**src/rtl/ram_lsu_pkg.sv**
```systemverilog
// ram_lsu shared types: access sizes,
// FSM states and the latched request.
package ram_lsu_pkg;

  typedef enum logic [1:0] {
    SZ_B = 2'd0,
    SZ_H = 2'd1,
    SZ_W = 2'd2
  } size_e;

  typedef enum logic [1:0] {
    IDLE,
    RD_WAIT,
    RESP
  } state_e;

  typedef struct packed {
    logic       we;
    logic [1:0] size;
    logic       uns;
    logic [1:0] off;
    logic       err;
  } req_t;

endpackage

```
**src/rtl/ram_lsu_align.sv**
```systemverilog
// Byte-lane steering: store lane enables and
// replication, load lane extraction and extension.
module ram_lsu_align
  import ram_lsu_pkg::*;
(
  input  logic [1:0]  st_size_i,
  input  logic [1:0]  st_off_i,
  input  logic [31:0] st_wdata_i,
  output logic [3:0]  st_wen_o,
  output logic [31:0] st_din_o,
  input  logic [1:0]  ld_size_i,
  input  logic [1:0]  ld_off_i,
  input  logic        ld_uns_i,
  input  logic [31:0] ld_dout_i,
  output logic [31:0] ld_data_o
);

  logic [31:0] sh;

  always_comb begin
    st_wen_o = 4'hF;
    st_din_o = st_wdata_i;
    unique case (1'b1)
      st_size_i == SZ_B: begin
        st_wen_o = 4'b0001 << st_off_i;
        st_din_o = {4{st_wdata_i[7:0]}};
      end
      st_size_i == SZ_H: begin
        st_wen_o = 4'b0011 << st_off_i;
        st_din_o = {2{st_wdata_i[15:0]}};
      end
      default: ;
    endcase
  end

  always_comb begin
    sh = ld_dout_i >> {ld_off_i, 3'b000};
    ld_data_o = sh;
    unique case (1'b1)
      ld_size_i == SZ_B:
        ld_data_o = {{24{~ld_uns_i & sh[7]}}, sh[7:0]};
      ld_size_i == SZ_H:
        ld_data_o = {{16{~ld_uns_i & sh[15]}}, sh[15:0]};
      default: ;
    endcase
  end

endmodule

```
**src/rtl/ram_lsu.sv**
```systemverilog
// Load/store unit in front of a word-wide RAM
// with byte enables and a 1-cycle read.
module ram_lsu
  import ram_lsu_pkg::*;
#(
  parameter  int DEPTH = 256,
  localparam int AW    = $clog2(DEPTH)
)(
  input  logic          clk,
  input  logic          rst_n,
  input  logic          req_valid,
  output logic          req_ready,
  input  logic          req_we,
  input  logic [1:0]    req_size,
  input  logic          req_unsigned,
  input  logic [31:0]   req_addr,
  input  logic [31:0]   req_wdata,
  output logic          rsp_valid,
  input  logic          rsp_ready,
  output logic [31:0]   rsp_rdata,
  output logic          rsp_err,
  output logic [AW-1:0] ram_waddr,
  output logic [3:0]    ram_wen,
  output logic [31:0]   ram_din,
  output logic          ram_ren,
  output logic [AW-1:0] ram_raddr,
  input  logic [31:0]   ram_dout
);

  state_e      state_q, state_d;
  req_t        req_q, req_d;
  logic        rsp_valid_q, rsp_valid_d;
  logic        rsp_err_q, rsp_err_d;
  logic [31:0] rsp_rdata_q, rsp_rdata_d;
  logic        accept, err, ld_go;
  logic [3:0]  wen;
  logic [31:0] din, ld_data;

  // Gate with rst_n so no request is taken while in reset.
  assign req_ready = rst_n & ((state_q == IDLE) |
                     ((state_q == RESP) & rsp_ready));
  assign accept = req_valid & req_ready;

  assign err = (req_size == 2'd3)
             | ((req_size == SZ_H) & req_addr[0])
             | ((req_size == SZ_W) & (req_addr[1:0] != 2'b00))
             | (req_addr[31:AW+2] != '0);

  assign ld_go     = accept & ~req_we & ~err;
  assign ram_waddr = req_addr[AW+1:2];
  assign ram_raddr = req_addr[AW+1:2];
  assign ram_wen   = (accept & req_we & ~err) ? wen : 4'h0;
  assign ram_din   = din;
  assign ram_ren   = ld_go;

  ram_lsu_align u_align (
    .st_size_i  (req_size),
    .st_off_i   (req_addr[1:0]),
    .st_wdata_i (req_wdata),
    .st_wen_o   (wen),
    .st_din_o   (din),
    .ld_size_i  (req_q.size),
    .ld_off_i   (req_q.off),
    .ld_uns_i   (req_q.uns),
    .ld_dout_i  (ram_dout),
    .ld_data_o  (ld_data)
  );

  always_comb begin
    state_d     = state_q;
    req_d       = req_q;
    rsp_valid_d = rsp_valid_q;
    rsp_err_d   = rsp_err_q;
    rsp_rdata_d = rsp_rdata_q;
    unique case (state_q)
      RD_WAIT: begin
        state_d     = RESP;
        rsp_valid_d = 1'b1;
        rsp_err_d   = req_q.err;
        rsp_rdata_d = req_q.we ? '0 : ld_data;
      end
      RESP: begin
        if (rsp_ready) begin
          state_d     = IDLE;
          rsp_valid_d = 1'b0;
        end
      end
      default: ;
    endcase
    // A new accept overrides the retire of the old response.
    if (accept) begin
      req_d = '{we: req_we, size: req_size,
                uns: req_unsigned,
                off: req_addr[1:0], err: err};
      state_d     = ld_go ? RD_WAIT : RESP;
      rsp_valid_d = ~ld_go;
      rsp_err_d   = err;
      rsp_rdata_d = '0;
    end
  end

  always_ff @(posedge clk or negedge rst_n) begin
    if (!rst_n) begin
      state_q     <= IDLE;
      req_q       <= '0;
      rsp_valid_q <= 1'b0;
      rsp_err_q   <= 1'b0;
      rsp_rdata_q <= '0;
    end else begin
      state_q     <= state_d;
      req_q       <= req_d;
      rsp_valid_q <= rsp_valid_d;
      rsp_err_q   <= rsp_err_d;
      rsp_rdata_q <= rsp_rdata_d;
    end
  end

  assign rsp_valid = rsp_valid_q;
  assign rsp_err   = rsp_err_q;
  assign rsp_rdata = rsp_rdata_q;

endmodule

```
**config.mk**
```make
export PLATFORM = sky130hd
export DESIGN_NAME = ram_lsu
export DESIGN_NICKNAME = d
export VERILOG_FILES = /design/src/rtl/ram_lsu_pkg.sv /design/src/rtl/ram_lsu_align.sv /design/src/rtl/ram_lsu.sv
export SDC_FILE = /design/constraint.sdc
export NUM_CORES = 1
export LEC_CHECK = 0
export CAP_MARGIN = 15
export CORE_AREA = 5 5 95 97
export CTS_CLUSTER_SIZE = 24
export DETAILED_ROUTE_END_ITERATION = 8
export DIE_AREA = 0 0 100 102
export PLACE_DENSITY = 0.95
export SLEW_MARGIN = 20
export SYNTH_ARGS = -nofsm -noshare
export SYNTH_HDL_FRONTEND = slang
export SYNTH_HIERARCHICAL = 1
export SYNTH_SLANG_ARGS = --single-unit
```
**constraint.sdc**
```tcl
create_clock -name clk -period 4.5 [get_ports clk]
set_input_delay 0.9 -clock clk [delete_from_list [all_inputs] [get_ports clk]]
set_output_delay 0.9 -clock clk [all_outputs]
set_load 0.05 [all_outputs]
```
### Word-level counts from Yosys, hierarchy flattened

Cells that the tools add are included.

* word-level logic and storage cells: 62
* output and inout port bits: 88
* flip-flop bits (word level): 43
* input bits: 104

* reduce and logical (&&, ||, !) cells: 8
* eq/ne operators: 7
* muxes and demuxes: 16
* bitwise operators: 19
* shifts and indexed selects: 3

Operators with widths (count)
* $pmux 32 s2: 2
* $mux 32: 3
* $shr 32x5->32: 1
* $reduce_bool 22->1: 1
* $and 1x1->1: 11
* $pmux 4 s2: 1
* $eq 2x1->1 const B: 3
* $eq 2x2->1 const B: 3
* $logic_not 2->1: 3
* $mux 2: 3
* $mux 1: 4
* $mux 4: 1
* $not 1->1: 4
* $or 1x1->1: 4
* $pmux 2 s2: 1
* $reduce_bool 2->1: 2
* $shl 1x2->4 const A: 1
* $shl 2x2->4 const A: 1
* $ne 3x3->1 const B: 1
* $reduce_bool 3->1: 1
* $pmux 1 s2: 1
* $reduce_and 2->1: 1

### Depth between registers and ports, before layout

Gate-level depths: netlist of run 1.

* depth after elaboration: 9
* depth in mapped cells: 8
* gate-level depth less buffers: 6

### Cells and area by module

The synthesis of run 1 kept the hierarchy.

By module, submodules not included
* ram_lsu: cells each 218, times used 1, seq. area each 1051.0 um^2, area an instance 2065.7 um^2
* ram_lsu_align: cells each 165, times used 1, seq. area each 0.0 um^2, area an instance 1228.7 um^2

### Worst setup path after synthesis of run 1

Ideal clock, no wire load.

* path type: input port to output port
* from: input rsp_ready
* to: output ram_ren
* arrival time: 3038 ps
* cell stages on the path: 5
* data required time: 3600 ps
* path slack: 562 ps
* buffers on the path: 1
* cells stage by stage: nor2b_4 nor4bb_1 clkbuf_1 nand2_1 nor4_1

* word-level cells in the longest chain between the ends: 6

RTL lines
* start: declaration: RTL line ram_lsu.sv:19 `input logic rsp_ready,`
* $and 1x1->1: RTL line ram_lsu.sv:41 `((state_q == RESP) & rsp_ready));`
* $or 1x1->1: RTL line ram_lsu.sv:40 `assign req_ready = rst_n & ((state_q == IDLE) |`
* $and 1x1->1: RTL line ram_lsu.sv:40
* $and 1x1->1: RTL line ram_lsu.sv:42 `assign accept = req_valid & req_ready;`
* $and 1x1->1 (2 in a row): RTL line ram_lsu.sv:49 `assign ld_go = accept & ~req_we & ~err;`
* end: declaration: RTL line ram_lsu.sv:25 `output logic ram_ren,`

No other way between the ends.

### Worst setup path after layout of run 1

* from: input rsp_ready
* to: output ram_wen[0]

* word-level cells in the longest chain between the ends: 7

RTL lines
* $and 1x1->1: RTL line ram_lsu.sv:41
* $or 1x1->1: RTL line ram_lsu.sv:40
* $and 1x1->1: RTL line ram_lsu.sv:40
* $and 1x1->1: RTL line ram_lsu.sv:42
* $and 1x1->1 (2 in a row): RTL line ram_lsu.sv:52 `assign ram_wen = (accept & req_we & ~err) ? wen : 4'h0;`
* $mux 4: RTL line ram_lsu.sv:52
* end: declaration: RTL line ram_lsu.sv:23 `output logic [3:0] ram_wen,`

No other way between the ends.

==> results of run 1 <==
state kept, by name, indices dropped and copies added (netlist names):
name       flops
req_q          7
rsp_err        1
rsp_rdata     32
state_q        2
routing by layer:
| metal | part of all wire (%) | global-route usage, % |
|---|---|---|
| met1 | 38 | 24.10 |
| met3 | 9.7 | 6.485 |
| met4 | 1.9 | 5.492 |
| met2 | 50 | 39.71 |
| met5 | 0 | 0 |
metrics by stage:
step / util [%] / hold slack, ns / area [um2] / instances / power [mW]
after floorplan: - / 0.4640 / 3294 / 383 / 0.8254
after global placement: 60.23 / 0.4834 / 4850 / 605 / 0.9585
after detailed placement: 60.23 / 0.4925 / 4850 / 605 / 0.9705
after CTS: 61.41 / 0.5087 / 4945 / 613 / 1.228
after global routing: 61.48 / 0.5494 / 4950 / 613 / 1.289
final: 61.48 / 0.5060 / 4950 / 613 / 1.223
report_power, final:
| group | internal [mW] | switching (mW) | leakage, nW | total, mW |
|---|---|---|---|---|
| clock network | 0.123 | 0.130 | 0.0472 | 0.253 |
| registers | 0.389 | 0.0432 | 0.564 | 0.432 |
| logic | 0.255 | 0.283 | 1.39 | 0.538 |
worst min path at each step:
stage                               to  slack (ns)    startpoint
after global routing      rsp_rdata[4]        0.55  rsp_rdata[4]
final                         req_q[0]        0.51      req_q[0]
after detailed placement      req_q[0]        0.49      req_q[0]
after CTS                     req_q[0]        0.51      req_q[0]
after floorplan               req_q[0]        0.46      req_q[0]
after global placement        req_q[0]        0.48      req_q[0]
area by class of cell:
class                           count  area (um2)
Fill cell                         680        3102
Multi-Input combinational cell    279        1912
Timing Repair Buffer              172        1734
Sequential cell                    42        1051
Tap cell                          105       131.4
Clock buffer                        6       82.58
Inverter                            7       26.28
Clock inverter                      2       12.51
cell families after synthesis:
kind of cell,Yosys count
and+or+nand+nor,130
AOI/OAI and AO/OA,99
buffers and inverters,62
muxes,49
DFF,42
xor gates and xnor gates,1
placed cells by master, fill, tap and decap left out, types with 2 or more instances in the layout:
cell               n
o21ai_0           12
nor2_2             2
nor2b_1           11
buf_4             13
nor4_1             6
clkdlybuf4s50_1  153
mux2_4             2
a21oi_1           56
nand2b_1           2
clkbuf_8           6
o22ai_1            8
nand2_1           13
o21bai_1           2
o2bb2ai_1          8
mux2_2            23
mux2i_1           24
nor2_1            41
a211oi_1           7
buf_12             5
nor3b_1           33
or2_2              9
dfrtp_1           42
nor3_1             5
inv_1              7
==> run_results.csv, run 1 <==
group,metric,value,unit
yosys,synth.avg_cell_area,8.602,um2
timing,fin_skew,0.01485,ns
timing,rsz0062_at_grt,"false",
clock_network,htree_levels,2,
clock_network,postCtsSetupBuffers,0,
yosys,ys_warn_count,6,
layout,area_growth,50.25,%
timing,tightest_slew,1.062,ns
drt,dr.first_iter.drc_count,187,
global_route,antenna_found_initial,0,
yosys,synth.most_common_cell,"a21oi_1",
yosys,synth_fa_ha_area_share,0,%
yosys,synthSimpleGateAreaFrac,22.41,%
yosys,synth_top_area_share,31.90,%
floorplan,initial_utilization,40.92,%
timing,setup_viol,0,
placed_design,dp_hpwl,8768,um
layout,drive_gt1_share,13.58,%
global_route,grt.overflow.total,0,
yosys,synth-compound-area-share,18.61,%
yosys,ys.flop_type,"dfrtp_1",
yosys,synth-seq-cells,42,
global_route,grt_usage,21.46,%
yosys,synth_fp_nets,487,
floorplan,die_area,0.01020,mm2
yosys,synth_area,0.003294,mm2
worst_setup_path,crit_end,"ram_wen[0]",
clock_network,clk_path_buf_depth,2,
worst_setup_path,critical_path_buf_inv_count,2,
worst_setup_path,ff2ff_path_depth,6,
drt,vias,3348,
worst_setup_path,crit_required,3.60,ns
worst_setup_path,worst-path-stages,6,
drt,wl_per_cell,18.09,um
power,leakagePower,2.005,nW
timing,worst_slack,0.4336,ns
yosys,async_reset_ff_share,100.0,%
floorplan,pin_count,192,
yosys,yosysSeqAreaShare,31.90,%
floorplan,die_h,102,um
timing,report.final.slew_viol_count,0,
worst_setup_path,cp_cell_sequence,"clkdlybuf4s50_1 > nor2b_4 > nand4bb_1 > or4b_1 > nor3_1 > buf_12",
placed_design,gp_congestion,0.9468,
worst_setup_path,critPathLaunch,"rsp_ready",
worst_setup_path,path_max_fanout,7,
timing,fmax,0.2459,GHz
layout,antenna-diode-count,0,
drt,dr.pass1.iters,4,
clock_network,cts_root_buf,"clkbuf_8",
clock_network,clk_latency,0.29,ns
worst_setup_path,critPathKind,"primary input to output pin",
timing,finalCritPeriodShare,90.37,%
timing,slew_headroom,29.20,%
global_route,grt_pass1_vias,3394,
placed_design,io_buffers,167,
drt,viasPerCell,5.462,
yosys,yosysTopAreaCell,"dfrtp_1",
floorplan,rows,33,
yosys,synth_top_family_by_area,"simple AND/OR/NAND/NOR gates",
worst_setup_path,startpoint_type,"primary input",
worst_setup_path,critical_path.slowest_cell,"or4b_1",
power,power.density,247.1,mW/mm2
yosys,ys_types,39,
worst_setup_path,r2r_start,"req_q[2]",
drt,ant_nets,0,
yosys,synth-xor-area-share,0.2659,%
worst_setup_path,path_delay_family,"simple AND/OR/NAND/NOR gates",
floorplan,die_w,100,um
drt,drc,0,
hold_path,hold_path_class,"flop to flop",
worst_setup_path,end_kind,"output pin",
timing,period_minus_slack,4.066,ns
global_route,grt_max_degree,65,
worst_setup_path,critPathArrivalTime,3.17,ns
layout,nNetsFinal,611,
yosys,synthMuxAreaShare,16.07,%
timing,hold_viol,0,
outcome,outcome,"finished, final reports clean",
power,irDropWorstVdd,0.1363,mV
clock_network,cts_tree,"yes",
hold_path,hold_path_depth,1,
timing,fin_tns_setup,0,ns
placed_design,pre_cts_ws,0.4057,ns
worst_setup_path,max_stage_delay,0.74,ns
yosys,synth.area.top_cells,"dfrtp_1, a21oi_1, mux2_2",
global_route,grt_first_pass_wirelength,17370,um
yosys,synth-edff-count,0,
clock_network,ctsHoldBuffers,0,
worst_setup_path,rr_endpoint,"rsp_rdata[23]",
floorplan,fp.coreArea,0.008051,mm2
flow_run,maxCapViolCount,0,
clock_network,cts-resized-gates,0,
clock_network,path_clk_slew,0.07,ns
drt,finalWirelength,11090,um
yosys,synthTopCellsByCount,"a21oi_1, dfrtp_1, nor2_1",
clock_network,cts_buffers,5,
worst_setup_path,rrSetupSlack,2.01,ns
yosys,postSynthCellCount,383,
clock_network,cts_num_sinks,42,
(Power assumes the default switching activity.)
==> inputs of run 2 (changes only) <==
--- a/config.mk
+++ b/config.mk
@@ -6,13 +6,12 @@
 export NUM_CORES = 1
 export LEC_CHECK = 0
 export CAP_MARGIN = 15
-export CORE_AREA = 5 5 95 97
+export CORE_AREA = 5 5 92 94
 export CTS_CLUSTER_SIZE = 24
 export DETAILED_ROUTE_END_ITERATION = 8
-export DIE_AREA = 0 0 100 102
+export DIE_AREA = 0 0 97 99
 export PLACE_DENSITY = 0.95
 export SLEW_MARGIN = 20
 export SYNTH_ARGS = -nofsm -noshare
 export SYNTH_HDL_FRONTEND = slang
-export SYNTH_HIERARCHICAL = 1
 export SYNTH_SLANG_ARGS = --single-unit
==> run 2 against run 1 <==
Compared with the run above: highest routed layer unchanged; area after synthesis fell by 14%; sequential power down 6.3%; clock skew fell by 0.0092 ns.
==> run_results.csv, run 2 <==
group,metric,value,unit
layout,drive_gt1_share,15.47,%
yosys,synthTopCellsByCount,"dfrtp_1, o21ai_0, mux2_2",
placed_design,dp_hpwl,8293,um
layout,largest_reg_flops,32,
placed_design,gp_congestion,0.8487,
layout,fin_cells,535,
global_route,antenna_found_initial,0,
worst_setup_path,path_max_fanout,14,
yosys,ys.flop_type,"dfrtp_1",
worst_setup_path,cp_cell_sequence,"clkdlybuf4s50_1 > o31ai_1 > nand4_1 > nor4_1 > buf_4 > o21a_1 > buf_12",
clock_network,ctsHoldBuffers,0,
yosys,synth-edff-count,0,
clock_network,cts_root_buf,"clkbuf_8",
timing,tightest_slew,0.6662,ns
worst_setup_path,path_delay_family,"buffers and inverters",
layout,nNetsFinal,536,
timing,worst_slack,0.5616,ns
clock_network,htree_levels,2,
layout,final_cell_mix,"clkdlybuf4s50_1, dfrtp_1, o21ai_0",
yosys,yosysTopAreaCell,"dfrtp_1",
power,leakagePower,1.890,nW
power,pwr-share-clk,22.8,%
flow_run,maxCapViolCount,0,
yosys,synth.area.top_cells,"dfrtp_1, mux2_2, mux2i_1",
yosys,synth-seq-cells,42,
yosys,ys_types,34,
clock_network,cts_tree,"yes",
placed_design,dp_cells,527,
floorplan,rows,32,
drt,dr.first_iter.drc_count,107,
timing,report.final.slew_viol_count,0,
floorplan,die_h,99,um
yosys,synth_top_area_share,36.99,%
global_route,grt_usage,20.78,%
drt,dr.pass1.iters,5,
worst_setup_path,critical_path_buf_inv_count,3,
floorplan,die_w,97,um
worst_setup_path,end_kind,"output pin",
timing,fin_skew,0.005702,ns
worst_setup_path,critPathArrivalTime,3.04,ns
yosys,yosysSeqAreaShare,36.99,%
worst_setup_path,startpoint_type,"primary input",
timing,hold_viol,0,
timing,fmax,0.2539,GHz
worst_setup_path,critPathKind,"primary input to output pin",
worst_setup_path,critical_path.slowest_cell,"clkdlybuf4s50_1",
timing,fin_tns_setup,0,ns
layout,n_fill_cell,618,
outcome,outcome,"finished, final reports clean",
timing,finalCritPeriodShare,87.52,%
yosys,postSynthCellCount,294,
global_route,grt_first_pass_wirelength,15930,um
clock_network,clk_path_buf_depth,2,
global_route,grt.overflow.total,0,
placed_design,pre_cts_ws,0.5610,ns
global_route,grt_pass1_vias,3079,
power,comb_power_share,40.6,%
timing,rsz0062_at_grt,"false",
clock_network,path_clk_slew,0.08,ns
power,p_sw,385.1,uW
layout,layout_commonest_cell,"clkdlybuf4s50_1",
power,p_sw_share,34.79,%
power,p_int,721.9,uW
yosys,synth.avg_cell_area,9.665,um2
yosys,ys_warn_count,0,
clock_network,cts_buffers,5,
floorplan,fp.coreArea,0.007567,mm2
floorplan,initial_utilization,37.55,%
timing,slew_headroom,55.45,%
drt,vias,2894,
worst_setup_path,crit_required,3.60,ns
drt,wl_per_cell,19.47,um
timing,period_minus_slack,3.938,ns
drt,drc,0,
drt,finalWirelength,10410,um
clock_network,clk_latency,0.29,ns
yosys,async_reset_ff_share,100.0,%
yosys,synth.most_common_cell,"dfrtp_1",
layout,area_growth,60.06,%
global_route,grt_max_degree,43,
power,power_frac_seq,36.6,%
hold_path,hold_path_class,"flop to flop",
floorplan,pin_count,192,
drt,viasPerCell,5.409,
drt,ant_nets,0,
clock_network,cts_num_sinks,42,
placed_design,io_buffers,167,
timing,setup_viol,0,
yosys,synth_fp_nets,398,
layout,antenna-diode-count,0,
worst_setup_path,max_stage_delay,0.75,ns
power,power.density,243.4,mW/mm2
power,p_total,1.107,mW
clock_network,postCtsSetupBuffers,0,
clock_network,cts-resized-gates,0,
floorplan,die_area,0.009603,mm2
yosys,synth_area,0.002841,mm2
power,irDropWorstVdd,0.1310,mV
[run 2: through the flow]
step,instance area (um2),util (%),hold WS (ns)
after floorplan,2841,-,0.4502
after global placement,4457,58.90,0.4654
after detailed placement,4457,58.90,0.4759
after CTS,4548,60.10,0.4949
after global routing,4548,60.10,0.5294
final,4548,60.10,0.4942
[run 2: power by group through the flow]
stage	clock, mW	combinational [mW]	sequential [mW]
floorplan	0	0.305	0.413
global placement	0	0.443	0.411
detailed placement	0	0.448	0.412
CTS	0.258	0.450	0.405
global route	0.271	0.477	0.407
finish	0.253	0.449	0.405
[run 2: logic make-up after synthesis]
family / count (synthesis) / synth area share, %
multiplexers: 56 / 21.93
buffers and inverters: 48 / 10.30
AND/OR/NAND/NOR: 70 / 13.08
flip-flops: 42 / 36.99
AO/OA/AOI/OAI: 78 / 17.70
[run 2: layer usage]
metal	global-route usage (%)	wire, um	up-vias
met3	6.794	910	24
li1	-	-	1331
met1	22.00	3797	1380
met2	38.38	5430	159
met4	7.667	276	0
met5	0	0	-
[run 2: cell type report]
cell class                      instances  area (um2)  area share (%)
Timing Repair Buffer                  176        1762           38.73
Multi-Input combinational cell        204        1505           33.09
Sequential cell                        42        1051           23.11
Tap cell                              102       127.6           2.806
Clock buffer                            7       86.33           1.898
Inverter                                3       11.26          0.2476
Clock inverter                          1       5.005          0.1100
[run 2: worst paths after layout]
path / to / slack, ns / from / cells past startpoint
max in group asynchronous: req_q[1] / 3.43 / rst_n / 2
worst min-delay path: rsp_rdata[11] / 0.49 / rsp_rdata[11] / 2
worst max-delay path: ram_wen[3] / 0.56 / req_size[0] / 7
min in group asynchronous: rsp_rdata[6] / 0.71 / rst_n / 2
worst min register to register: rsp_rdata[11] / 0.49 / rsp_rdata[11] / 2
worst max register to register: rsp_rdata[24] / 2.24 / state_q[1] / 4
[run 2: worst register-to-register path: cells and delay by family, from the launching register on]
kind,cells,cell delay (ns)
DFF,1,0.43
and+or+nand+nor,3,1.59
AOI/OAI and AO/OA,1,0.19
==> inputs of run 3 (changes only) <==
--- a/config.mk
+++ b/config.mk
@@ -6,10 +6,10 @@
 export NUM_CORES = 1
 export LEC_CHECK = 0
 export CAP_MARGIN = 15
-export CORE_AREA = 5 5 92 94
-export CTS_CLUSTER_SIZE = 24
+export CORE_AREA = 5 5 71 121
+export CTS_CLUSTER_SIZE = 12
 export DETAILED_ROUTE_END_ITERATION = 8
-export DIE_AREA = 0 0 97 99
+export DIE_AREA = 0 0 76 126
 export PLACE_DENSITY = 0.95
 export SLEW_MARGIN = 20
 export SYNTH_ARGS = -nofsm -noshare
==> run 3 against run 2 <==
Compared with the run above: non-clock buffer count is 1 higher; largest cell class unchanged; worst hold slack worse by 0.010 ns; sequential share of layout area is 0.26 points lower; clock power is 44% higher; critical path type unchanged; final area is 1.1% higher; fmax is 6.8% higher; critical path depth is 2 lower; register-to-register slack hardly changed; combinational power is 3% higher; setup slack better by 0.25 ns; routed wire length is 7.1% higher.
==> run_results.csv, run 3 (synthesis results as in run 2) <==
group,metric,value,unit
outcome,outcome,"finished, final reports clean",
worst_setup_path,critPathKind,"primary input to output pin",
layout,nNetsFinal,537,
clock_network,postCtsSetupBuffers,0,
worst_setup_path,cp_cell_sequence,"clkdlybuf4s50_1 > buf_4 > mux2i_1 > o21ai_0 > clkdlybuf4s50_1",
drt,dr.pass1.iters,4,
floorplan,die_area,0.009576,mm2
timing,finalCritPeriodShare,81.92,%
timing,setup_viol,0,
timing,hold_viol,0,
layout,final_cell_mix,"clkdlybuf4s50_1, dfrtp_1, o21ai_0",
clock_network,ctsHoldBuffers,0,
layout,area_growth,61.87,%
clock_network,cts_root_buf,"clkbuf_16",
worst_setup_path,critical_path_buf_inv_count,3,
global_route,grt_max_degree,43,
layout,drive_gt1_share,16.13,%
floorplan,die_w,76,um
floorplan,rows,42,
layout,layout_commonest_cell,"clkdlybuf4s50_1",
hold_path,hold_path_depth,2,
placed_design,dp_cells,514,
layout,n_fill_cell,623,
flow_run,maxCapViolCount,0,
clock_network,clk_latency,0.28,ns
worst_setup_path,crit_required,3.60,ns
placed_design,dp_hpwl,9078,um
clock_network,cts_buffers,5,
floorplan,fp.coreArea,0.007515,mm2
hold_path,hold_path_class,"flop to flop",
power,irDropWorstVdd,0.1686,mV
floorplan,initial_utilization,37.81,%
placed_design,gp_congestion,0.8920,
drt,finalWirelength,11150,um
global_route,antenna_found_initial,1,
worst_setup_path,ff2ff_path_depth,4,
floorplan,pin_count,192,
global_route,grt_pass1_vias,3173,
drt,vias,2960,
drt,viasPerCell,5.670,
timing,period_minus_slack,3.686,ns
timing,report.final.slew_viol_count,0,
layout,largest_reg_flops,32,
worst_setup_path,end_kind,"output pin",
clock_network,clk_path_buf_depth,2,
clock_network,cts_num_sinks,42,
worst_setup_path,path_max_fanout,14,
timing,fin_skew,0.006918,ns
layout,fin_cells,522,
power,power.density,266.7,mW/mm2
floorplan,die_h,126,um
timing,fmax,0.2713,GHz
global_route,grt.overflow.total,0,
worst_setup_path,critical_path.slowest_cell,"clkdlybuf4s50_1",
global_route,grt_usage,23.15,%
worst_setup_path,max_stage_delay,0.86,ns
worst_setup_path,startpoint_type,"primary input",
worst_setup_path,crit_top_cell,"clkdlybuf4s50_1",
drt,dr.first_iter.drc_count,270,
worst_setup_path,worst-path-stages,5,
clock_network,cts_tree,"yes",
drt,drc,0,
placed_design,io_buffers,167,
layout,antenna-diode-count,0,
timing,tightest_slew,0.6589,ns
worst_setup_path,critPathArrivalTime,2.79,ns
power,leakagePower,1.921,nW
timing,rsz0062_at_grt,"false",
drt,ant_nets,0,
global_route,grt_first_pass_wirelength,17440,um
clock_network,cts-resized-gates,0,
clock_network,htree_levels,2,
timing,fin_tns_setup,0,ns
timing,slew_headroom,56.07,%
clock_network,path_clk_slew,0.06,ns
drt,wl_per_cell,21.36,um
worst_setup_path,path_delay_family,"buffers and inverters",
## run 3: metal layers
metal / up-vias / GRT usage (%) / routed length (um)
li1: 1328 / - / -
met1: 1376 / 26.21 / 3926
met2: 212 / 38.33 / 5450
met3: 42 / 6.500 / 1144
met4: 2 / 13.63 / 614
met5: - / 0 / 13
## run 3: worst paths after layout
kind | end | slack (ns) | from
max reg2reg | rsp_rdata[24] | 2.25 | state_q[1]
min in group asynchronous | rsp_rdata[31] | 0.76 | rst_n
min | rsp_rdata[4] | 0.48 | rsp_rdata[4]
max | ram_din[28] | 0.81 | req_size[0]
max in group asynchronous | rsp_rdata[13] | 3.37 | rst_n
min reg2reg | rsp_rdata[4] | 0.48 | rsp_rdata[4]
## run 3: worst register-to-register path, stage by stage (launching register included)
cell	delay [ns]
dfrtp_1	0.42
or3b_1	0.67
nor3b_4	0.49
and2b_1	0.40
a221o_1	0.22
## run 3: where the power goes
group          switching [mW]  internal [mW]
combinational           0.253          0.209
clock                   0.145          0.220
sequential            0.00965          0.390
total                   0.407          0.819
## run 3: metrics by stage
stage / power (mW) / cell area (um2) / hold WS [ns] / utilization [%] / setup slack [ns]
after floorplan: 0.7182 / 2841 / 0.4502 / - / 0.5381
after detailed placement: 0.8667 / 4448 / 0.4804 / 59.19 / 0.7975
after global routing: 1.282 / 4599 / 0.5156 / 61.21 / 0.7178
after global placement: 0.8601 / 4437 / 0.4637 / 59.04 / 0.8145
final: 1.227 / 4599 / 0.4841 / 61.21 / 0.8135
after CTS: 1.238 / 4599 / 0.4944 / 61.21 / 0.7786
## run 3: area by class of cell
type,instances,area (um2),area share (%)
timing repair buffer,177,1770,38.49
tap,88,110.1,2.394
inverter,3,11.26,0.2448
clock buffer,6,138.9,3.020
clock inverter,2,12.51,0.2720
sequential,42,1051,22.85
multi-input combinational,204,1505,32.73
